<file path="src/rtl/fft_iter_addr_gen.sv">
// Address generator for a single-butterfly iterative radix-2 DIT FFT.
// Steps butterfly/layer counters on ADDR_EN and derives read, write and twiddle addresses.
module fft_iter_addr_gen #(
    parameter int LAYERS      = 5,
    parameter int BUTTERFLYES = 16,
    parameter int LayWL       = 3,
    parameter int ButtWL      = 4
) (
    input  logic              CLK,
    input  logic              RST,
    input  logic              EN,
    input  logic              START,
    input  logic              ADDR_EN,
    output logic [ButtWL:0]   RD_ADDR_A,
    output logic [ButtWL:0]   RD_ADDR_B,
    output logic [ButtWL-1:0] TW_ADDR,
    output logic [ButtWL:0]   WR_ADDR_A,
    output logic [ButtWL:0]   WR_ADDR_B,
    output logic [LayWL-1:0]  LAYER,
    output logic              FIRST,
    output logic              BUSY,
    output logic              DONE,
    output logic              SEQ_ERR
);

    typedef enum logic [1:0] {
        IDLE = 2'd0,
        RUN  = 2'd1,
        FIN  = 2'd2
    } state_t;

    localparam logic [ButtWL-1:0] B_LAST = ButtWL'(BUTTERFLYES - 1);
    localparam logic [LayWL-1:0]  L_LAST = LayWL'(LAYERS - 1);

    state_t            state, state_nxt;
    logic [ButtWL-1:0] b, b_nxt;
    logic [LayWL-1:0]  l, l_nxt;
    logic [ButtWL:0]   wr_a, wr_a_nxt;
    logic [ButtWL:0]   wr_b, wr_b_nxt;
    logic              seq_err, seq_err_nxt;

    logic [ButtWL:0]   b_ext;
    logic [ButtWL:0]   span;
    logic [ButtWL:0]   m;
    logic [ButtWL:0]   rd_a;
    logic [ButtWL:0]   tw_full;
    logic [LayWL-1:0]  l_plus;
    logic [LayWL-1:0]  tw_shift;

    // Addresses depend only on the counter flops, so they never glitch with inputs.
    always_comb begin
        b_ext    = {1'b0, b};
        span     = {{ButtWL{1'b0}}, 1'b1} << l;
        m        = b_ext & (span - 1'b1);
        l_plus   = l + 1'b1;
        rd_a     = ((b_ext >> l) << l_plus) | m;
        tw_shift = L_LAST - l;
        tw_full  = m << tw_shift;
    end

    assign RD_ADDR_A = rd_a;
    assign RD_ADDR_B = rd_a + span;
    assign TW_ADDR   = tw_full[ButtWL-1:0];
    assign WR_ADDR_A = wr_a;
    assign WR_ADDR_B = wr_b;
    assign LAYER     = l;
    assign FIRST     = (state == RUN) && (l == '0);
    assign BUSY      = (state == RUN);
    assign DONE      = (state == FIN);
    assign SEQ_ERR   = seq_err;

    always_ff @(posedge CLK) begin
        if (RST) begin
            state   <= IDLE;
            b       <= '0;
            l       <= '0;
            wr_a    <= '0;
            wr_b    <= '0;
            seq_err <= 1'b0;
        end else if (EN) begin
            state   <= state_nxt;
            b       <= b_nxt;
            l       <= l_nxt;
            wr_a    <= wr_a_nxt;
            wr_b    <= wr_b_nxt;
            seq_err <= seq_err_nxt;
        end
    end

    // START overrides everything; a strobe outside RUN is a protocol error.
    always_comb begin
        state_nxt   = state;
        b_nxt       = b;
        l_nxt       = l;
        wr_a_nxt    = wr_a;
        wr_b_nxt    = wr_b;
        seq_err_nxt = seq_err;
        if (START) begin
            state_nxt   = RUN;
            b_nxt       = '0;
            l_nxt       = '0;
            seq_err_nxt = 1'b0;
        end else begin
            case (state)
                IDLE: begin
                    b_nxt = '0;
                    l_nxt = '0;
                    if (ADDR_EN) seq_err_nxt = 1'b1;
                end
                RUN: begin
                    if (ADDR_EN) begin
                        wr_a_nxt = RD_ADDR_A;
                        wr_b_nxt = RD_ADDR_B;
                        if (b != B_LAST) begin
                            b_nxt = b + 1'b1;
                        end else begin
                            b_nxt = '0;
                            if (l != L_LAST) begin
                                l_nxt = l + 1'b1;
                            end else begin
                                l_nxt     = '0;
                                state_nxt = FIN;
                            end
                        end
                    end
                end
                FIN: begin
                    state_nxt = IDLE;
                    b_nxt     = '0;
                    l_nxt     = '0;
                    if (ADDR_EN) seq_err_nxt = 1'b1;
                end
                default: begin
                    state_nxt = IDLE;
                    b_nxt     = '0;
                    l_nxt     = '0;
                end
            endcase
        end
    end

endmodule

</file>
<file path="config.mk">
export PLATFORM = sky130hd
export DESIGN_NAME = fft_iter_addr_gen
export DESIGN_NICKNAME = d
export VERILOG_FILES = /design/src/rtl/fft_iter_addr_gen.sv
export SDC_FILE = /design/constraint.sdc
export NUM_CORES = 1
export LEC_CHECK = 0
export ABC_AREA = 1
export CORE_AREA = 2 2 49 69
export CTS_BUF_LIST = sky130_fd_sc_hd__clkbuf_2
export DETAILED_ROUTE_END_ITERATION = 6
export DIE_AREA = 0 0 51 71
export HOLD_SLACK_MARGIN = 0.12
export MAX_ROUTING_LAYER = met4
export PLACE_DENSITY_LB_ADDON = 0.15
export SYNTH_ARGS = -nofsm -noshare
export SYNTH_HDL_FRONTEND = slang
export SYNTH_SLANG_ARGS = --single-unit
</file>
<file path="constraint.sdc">
create_clock -name CLK -period 6.45 [get_ports CLK]
set_input_delay 1.6125 -clock CLK [delete_from_list [all_inputs] [get_ports CLK]]
set_output_delay 1.6125 -clock CLK [all_outputs]
set_load 0.01 [all_outputs]
</file>
==> out/results.ini, run 1 <==
[outcome]
outcome=completed

[power]
pwr-share-seq=0.486
ir_drop_mv=0.136
comb_power_share=0.321
switchingPower_w=0.0000902
p_leak_nw=0.951
clkPwrFrac=0.193
p_sw_frac=0.336
intPower_w=0.000178
p_per_area_nw_per_um2=137

[critical_path]
reg2regPathDepth=13
startpoint_type=register
cp.required_ps=4840
slowest_delay_ps=730
crit_slowest_cell=dfxtp_1
path_cells=inv_6 > ha_1 > ha_1 > inv_1 > ha_1 > o32ai_1 > ha_1 > a21oi_1 > nand2_2 > nand2_1 > nand2_1 > nand2_1 > clkdlybuf4s50_1
crit_type=register to output pin
path_common_cell=ha_1
endpoint_kind=output pin
crit_fanout=17
worstPathArrival_ps=3780

[yosys]
async_reset_ff_frac=0
syn_inst=231
netlist_area_um2=1570
synth-simple-area-share=0.368
synth_flop_cell=dfxtp_1
synth_cell_types=34
synth_compound_area_frac=0.138
synth_top_family_by_area=simple AND/OR/NAND/NOR gates
yosysWarnings=0
muxShareOfSynthArea=0
synth_xor_area_frac=0.0215
synthAdderAreaFrac=0.108
synth_fp_nets=249
ys_seq_elements=20
yosysSeqAreaShare=0.255
avgSynthCellArea_um2=6.80
synth_edf_count=0

[final_layout]
final_nets=285
final_common_cell=nand2_1
final_core_util=0.648
drive_gt1_frac=0.139
final_cell_mix=nand2_1 (47), clkdlybuf4s50_1 (35), inv_1 (31)
fill_cells=282
syn2layout_area_growth_pct=25.0
seq_area_um2=400
multiInputGateArea_um2=998
num_antenna_cells=0

[floorplanning]
core_um2=3030
rows=24
die_area_um2=3620
io_pins=36
start_util=0.518
chipHeight_um=71
chipWidth_um=51

[sta]
setup_tns_ps=0
hold_violations=0
finalClockSkew_ps=24.0
final-max-slew-violation-count=0
slew_headroom=0.525
timing.final.crit_period_ps=5400
tightest_slew_ps=710
fmax_mhz=185
finalCritPeriodShare=0.837
setup_viol=0
rsz0062_at_grt=false

[job]
cap_violations=0

[drt]
drt-initial-drc-count=65
dr.pass1.iters=4
num_vias=1590
totalWireLength_mm=3.89
vias_per_cell=5.21
avgRoutedWirePerCell_um=12.7
drtAntennaViolNets=0
route.detailed.drc=0

[hold_path]
hold_depth=2
holdCritPathClass=register to register

[global_route]
antenna_found_initial=0
grt_remaining_overflow=0
grt_pass1_wl_mm=6.76
grt_max_degree=18
grt_use_total=0.246
grt_pass1_vias=1471

[cts]
post_cts_buffers=0
clk_pin_slew_worst_paths_ps=200
cts-resized-gates=0
cts_hold_buf=0
cts_tree=built
cts_buffer_depth=2
cts.sinks=20
numCtsBuffers=3
clock_latency_ps=320
ctsHtreeMaxLevel=1
root_buffer=clkbuf_2

[placed_design]
dp_hpwl_mm=3.16
place_congestion=0.915
portBuffers=35

-- Yosys cell counts, types with 4 or more instances --
library cell | instances | area [um2]
a21oi_1 | 9 | 45.0
dfxtp_1 | 20 | 400
ha_1 | 12 | 150
inv_1 | 31 | 116
inv_2 | 6 | 22.5
nand2_1 | 47 | 176
nand2_2 | 8 | 50.1
nand3_1 | 13 | 65.1
nand3_2 | 5 | 50.1
nand4_1 | 4 | 25.0
nor2_1 | 30 | 113
o21ai_0 | 12 | 60.1
o21ai_1 | 5 | 25.0
-- through the flow --
step | instances | hold WS [ps] | instance area (um2) | power (W) | setup WS, ps
final | 305 | 528 | 1960 | 0.000268 | 1050
after global routing | 305 | 556 | 1960 | 0.000283 | 742
after CTS | 305 | 523 | 1960 | 0.000269 | 1080
after detailed placement | 301 | 490 | 1950 | 0.000219 | 1470
after global placement | 301 | 485 | 1950 | 0.000218 | 1450
after floorplan | 231 | 469 | 1570 | 0.000186 | 2170
-- kinds of logic after synthesis --
family	after synthesis
fa+ha+maj	13
flops	20
simple gates	117
buf+inv	42
compound gates	36
xor+xnor	3
-- critical path: cells and delay by family, from the launching register on --
family / cells / cell delay [ps]
flip-flops: 1 / 730
AND/OR/NAND/NOR: 4 / 280
adder cells (fa/ha/maj): 4 / 1100
AO/OA/AOI/OAI: 2 / 510
buffers and inverters: 3 / 840
-- registers in the layout, indices dropped and copies added (netlist names) --
register and cells:
LAYER 3, SEQ_ERR 1, WR_ADDR_B 5, b 4, WR_ADDR_A 5, state 2
-- worst paths after layout --
check | slack [ps] | start | end
worst max-delay path | 1050 | LAYER[0] | RD_ADDR_B[3]
worst min-delay path | 530 | b[1] | b[1]
worst max register to register | 3320 | LAYER[0] | WR_ADDR_B[3]
worst min register to register | 530 | b[1] | b[1]
-- cell type report --
type	instances	share of cell area
Tap cell	39	0.0248
Inverter	38	0.0752
Multi-Input combinational cell	169	0.508
Clock buffer	3	0.00764
Clock inverter	1	0.00191
Sequential cell	20	0.204
Timing Repair Buffer	35	0.178
-- power groups by stage --
stage	clock network [W]	logic (W)	registers [W]
finish	0.0000518	0.0000861	0.000130
global route	0.0000564	0.0000958	0.000131
CTS	0.0000523	0.0000865	0.000130
detailed placement	0	0.0000859	0.000133
global placement	0	0.0000854	0.000133
floorplan	0	0.0000537	0.000132
-- per-layer routing --
metal	vias up	share of wire	GRT usage
met3	6	0.040	0.0190
met1	722	0.46	0.331
met2	49	0.48	0.394
met4	0	0.019	0.0721
li1	813	-	-
met5	-	0	-
No activity file was read; power rests on OpenSTA's default activity.
==> run 2, diff against run 1 <==
CORE_AREA = 2 2 52 74   (was 2 2 49 69)
DIE_AREA = 0 0 54 76   (was 0 0 51 71)
clock period = 4.9 ns   (was 6.45 ns; I/O delays follow)
==> run 2 against run 1 <==
Power grew 52%. Global-route usage shrank 3.0 points. Clock skew shrank 6.0 ps. Sequential power grew 30%. First-iteration DRC count shrank 18%. Via count shrank 0.19%. Flip-flop and latch count is the same. Critical path depth shrank 1. Combinational power grew 37%. Setup slack lost 770 ps.
==> out/results.ini, run 2 (same netlist as run 1, synthesis figures left out) <==
[outcome]
outcome=completed

[critical_path]
path_delay_family=adder cells
slowest_delay_ps=600
endpoint_kind=output pin
path_cells=buf_4 > ha_1 > ha_1 > inv_1 > o32ai_1 > ha_1 > a21oi_1 > nand2_2 > nand2_1 > nand2_1 > nand2_1 > clkdlybuf4s50_1
cp.required_ps=3670
startpoint_type=register
path_buf_inv=3
crit_fanout=11
worstPathArrival_ps=3390
crit_type=register to output pin
crit_slowest_cell=o32ai_1

[floorplanning]
die_area_um2=4100
start_util=0.447
rows=26
core_um2=3510
chipHeight_um=76
io_pins=36
chipWidth_um=54

[final_layout]
final_common_cell=nand2_1
final_cell_mix=nand2_1 (47), clkdlybuf4s50_1 (35), inv_1 (31)
stdcell_area_um2=2000
num_antenna_cells=0
syn2layout_area_growth_pct=27.4
final_nets=286
drive_gt1_frac=0.146

[sta]
slew_headroom=0.568
fmax_mhz=217
rsz0062_at_grt=false
hold_violations=0
setup_tns_ps=0
finalClockSkew_ps=17.9
tightest_slew_ps=645
final-max-slew-violation-count=0
timing.final.crit_period_ps=4610
finalCritPeriodShare=0.941
setup_viol=0

[global_route]
grt_max_degree=18
antenna_found_initial=0
grt_pass1_wl_mm=6.70
grt_remaining_overflow=0
grt_use_total=0.217
grt_pass1_vias=1471

[drt]
vias_per_cell=5.14
totalWireLength_mm=4.01
num_vias=1587
route.detailed.drc=0
avgRoutedWirePerCell_um=13.0
drt-initial-drc-count=53
dr.pass1.iters=5
drtAntennaViolNets=0

[power]
ir_drop_mv=0.230
p_leak_nw=0.969
p_per_area_nw_per_um2=204

[placed_design]
dpl_cell_area_um2=1960
portBuffers=35
place_congestion=0.919
dp_hpwl_mm=3.22

[hold_path]
holdCritPathClass=register to register

[cts]
cts.sinks=20
cts-resized-gates=0
post_cts_buffers=0
ctsHtreeMaxLevel=1
root_buffer=clkbuf_2
clock_latency_ps=310
cts_buffer_depth=2
clk_pin_slew_worst_paths_ps=200
numCtsBuffers=3
cts_hold_buf=0
cts_tree=built

[job]
cap_violations=0

[run 2: cell count changes in the layout (fill, tap and decap cells not counted), sizes merged]
cell	before	now
buf	0	1
clkinv	1	0
bufinv	0	1
[run 2: final timing paths]
check	from	endpoint	slack (ps)	cells after the start
worst max-delay path	LAYER[0]	RD_ADDR_B[3]	290	12
worst min register to register	b[1]	b[1]	530	2
worst max register to register	LAYER[0]	WR_ADDR_B[3]	2140	12
worst min-delay path	b[1]	b[1]	530	2
[run 2: per-stage QoR]
step                      hold WS [ps]  worst slack (ps)  utilization  cells  total power [W]
final                              530               288        0.570    309         0.000409
after global routing               546              12.8        0.570    309         0.000428
after CTS                          529               248        0.570    309         0.000411
after detailed placement           494               638        0.557    305         0.000290
after global placement             487               770        0.557    305         0.000290
after floorplan                    469              1010            -    231         0.000244
[run 2: metal layers]
metal	vias up	GRT usage	routed length, um
li1	815	-	-
met1	719	0.283	1850
met2	43	0.337	1880
met3	10	0.0157	129
met4	0	0.0950	156
met5	-	-	0
[run 2: final cells by class]
class / count / area (um2)
well taps: 42 / 52.6
repair buffers: 36 / 358
clock buffers: 3 / 15.0
flip-flops and latches: 20 / 400
fillers: 348 / 1510
inverters: 38 / 148
multi-input cells: 169 / 998
clock inverters: 1 / 30.0
[run 2: where the power goes]
part	total (W)	internal, W	switching (W)
sequential	0.000169	0.000167	0.00000290
combinational	0.000118	0.0000511	0.0000674
clock	0.000121	0.0000705	0.0000503
total	0.000409	0.000288	0.000121
[run 2: worst reg2reg max path, cell delays in order (launching register included)]
cell	delay (ps)
dfxtp_1	400
buf_4	200
ha_1	210
ha_1	290
inv_1	90
o32ai_1	600
ha_1	340
a21oi_1	160
nand2_2	70
nand3_1	70
nand2_1	80
o21ai_1	120
inv_1	50
==> run 3, diff against run 2 <==
RECOVER_POWER = 25   (was unset)
==> run 3 against run 2 <==
Combinational power about the same. Largest power group unchanged. Setup slack worse by 1.3 ps. Via count is 0.32% higher. Non-clock buffer count unchanged.
==> out/results.ini, run 3 (same netlist as run 1, synthesis figures left out) <==
[final_layout]
num_antenna_cells=0
drive_gt1_frac=0.139
syn2layout_area_growth_pct=26.8
final_common_cell=nand2_1
final_cell_mix=nand2_1 (47), nor2_1 (32), inv_1 (31)
final_nets=286

[placed_design]
post-place-ws_ps=638
portBuffers=35
dp_hpwl_mm=3.22
place_congestion=0.919

[drt]
totalWireLength_mm=4.02
num_vias=1592
dr.pass1.iters=5
route.detailed.drc=0
avgRoutedWirePerCell_um=13.0
drtAntennaViolNets=0
vias_per_cell=5.15
drt-initial-drc-count=55

[power]
clkPwrFrac=0.296
switchingPower_w=0.000120
ir_drop_mv=0.229
pwr-share-seq=0.416
comb_power_share=0.288
p_leak_nw=0.997
p_sw_frac=0.295
p_per_area_nw_per_um2=205
intPower_w=0.000287

[outcome]
outcome=completed

[sta]
finalCritPeriodShare=0.942
final-max-slew-violation-count=0
setup_viol=0
fmax_mhz=217
hold_violations=0
finalClockSkew_ps=18.3
setup_tns_ps=0
timing.final.crit_period_ps=4610
setup_ws_ps=286
tightest_slew_ps=952
rsz0062_at_grt=false
slew_headroom=0.363

[floorplanning]
chipWidth_um=54
rows=26
chipHeight_um=76
die_area_um2=4100
start_util=0.447
core_um2=3510
io_pins=36

[cts]
cts_buffer_depth=2
ctsHtreeMaxLevel=1
cts_tree=built
numCtsBuffers=3
root_buffer=clkbuf_2
cts-resized-gates=0
post_cts_buffers=0
cts.sinks=20
clock_latency_ps=310
clk_pin_slew_worst_paths_ps=200
cts_hold_buf=0

[critical_path]
startpoint_type=register
crit_type=register to output pin
path_cells=buf_4 > ha_1 > ha_1 > inv_1 > o32ai_1 > ha_1 > a21oi_1 > nand2_2 > nand2_1 > nand2_1 > nand2_1 > clkdlybuf4s50_1
worstPathArrival_ps=3390
endpoint_kind=output pin
cp.required_ps=3670
crit_fanout=11
path_delay_family=adder cells
crit_slowest_cell=o32ai_1
path_buf_inv=3
slowest_delay_ps=600

[global_route]
grt_max_degree=18
antenna_found_initial=0
grt_use_total=0.217
grt_pass1_wl_mm=6.70
grt_pass1_vias=1471
grt_remaining_overflow=0

[hold_path]
holdCritPathClass=register to register

[job]
cap_violations=0

run 3: cell types whose count changed in the layout (fill, tap and decap cells not counted), sizes merged:
cell	delta
dlygate4sd3	+9
clkdlybuf4s50	-9
run 3: final timing paths:
kind	startpoint	cells past startpoint	to	slack (ps)
worst max register to register	LAYER[0]	12	WR_ADDR_B[3]	2130
worst max-delay path	LAYER[0]	12	RD_ADDR_B[3]	290
worst min-delay path	b[1]	2	b[1]	530
worst min register to register	b[1]	2	b[1]	530
run 3: cell type report:
cell class                      count  area [um2]
Fill cell                         348        1520
Multi-Input combinational cell    169         988
Sequential cell                    20         400
Timing Repair Buffer               36         358
Inverter                           38         148
Tap cell                           42        52.6
Clock inverter                      1        30.0
Clock buffer                        3        15.0
run 3: layer usage:
layer  vias to the layer above  part of all wire  track usage
met5                         -                 0            -
met1                       721              0.46        0.283
met4                         0             0.039       0.0950
met2                        45              0.47        0.337
met3                        10             0.035       0.0157
li1                        816                 -            -
run 3: power by group through the flow:
| stage | clock (W) | sequential [W] | combinational (W) |
|---|---|---|---|
| floorplan | 0 | 0.000174 | 0.0000707 |
| global placement | 0 | 0.000173 | 0.000117 |
| detailed placement | 0 | 0.000173 | 0.000117 |
| CTS | 0.000123 | 0.000170 | 0.000118 |
| global route | 0.000128 | 0.000170 | 0.000128 |
| finish | 0.000121 | 0.000169 | 0.000117 |
run 3: metrics by stage:
step	hold slack [ps]	power (W)	cell area, um2	utilization	std cells
2_1_floorplan	469	0.000244	1570	-	231
3_3_place_gp	487	0.000290	1960	0.557	305
3_5_place_dp	494	0.000290	1960	0.557	305
4_1_cts	529	0.000411	2000	0.570	309
5_1_grt	546	0.000427	1990	0.567	309
6_report	531	0.000407	1990	0.567	309
run 3: worst reg2reg max path: stages, from the launching register on:
cell and delay, ps:
dfxtp_1 400, buf_4 200, ha_1 210, ha_1 290, inv_1 90, o32ai_1 600, ha_1 340, a21oi_1 160
nand2_2 70, nand3_1 70, nand2_1 80, o21ai_1 120, inv_1 50
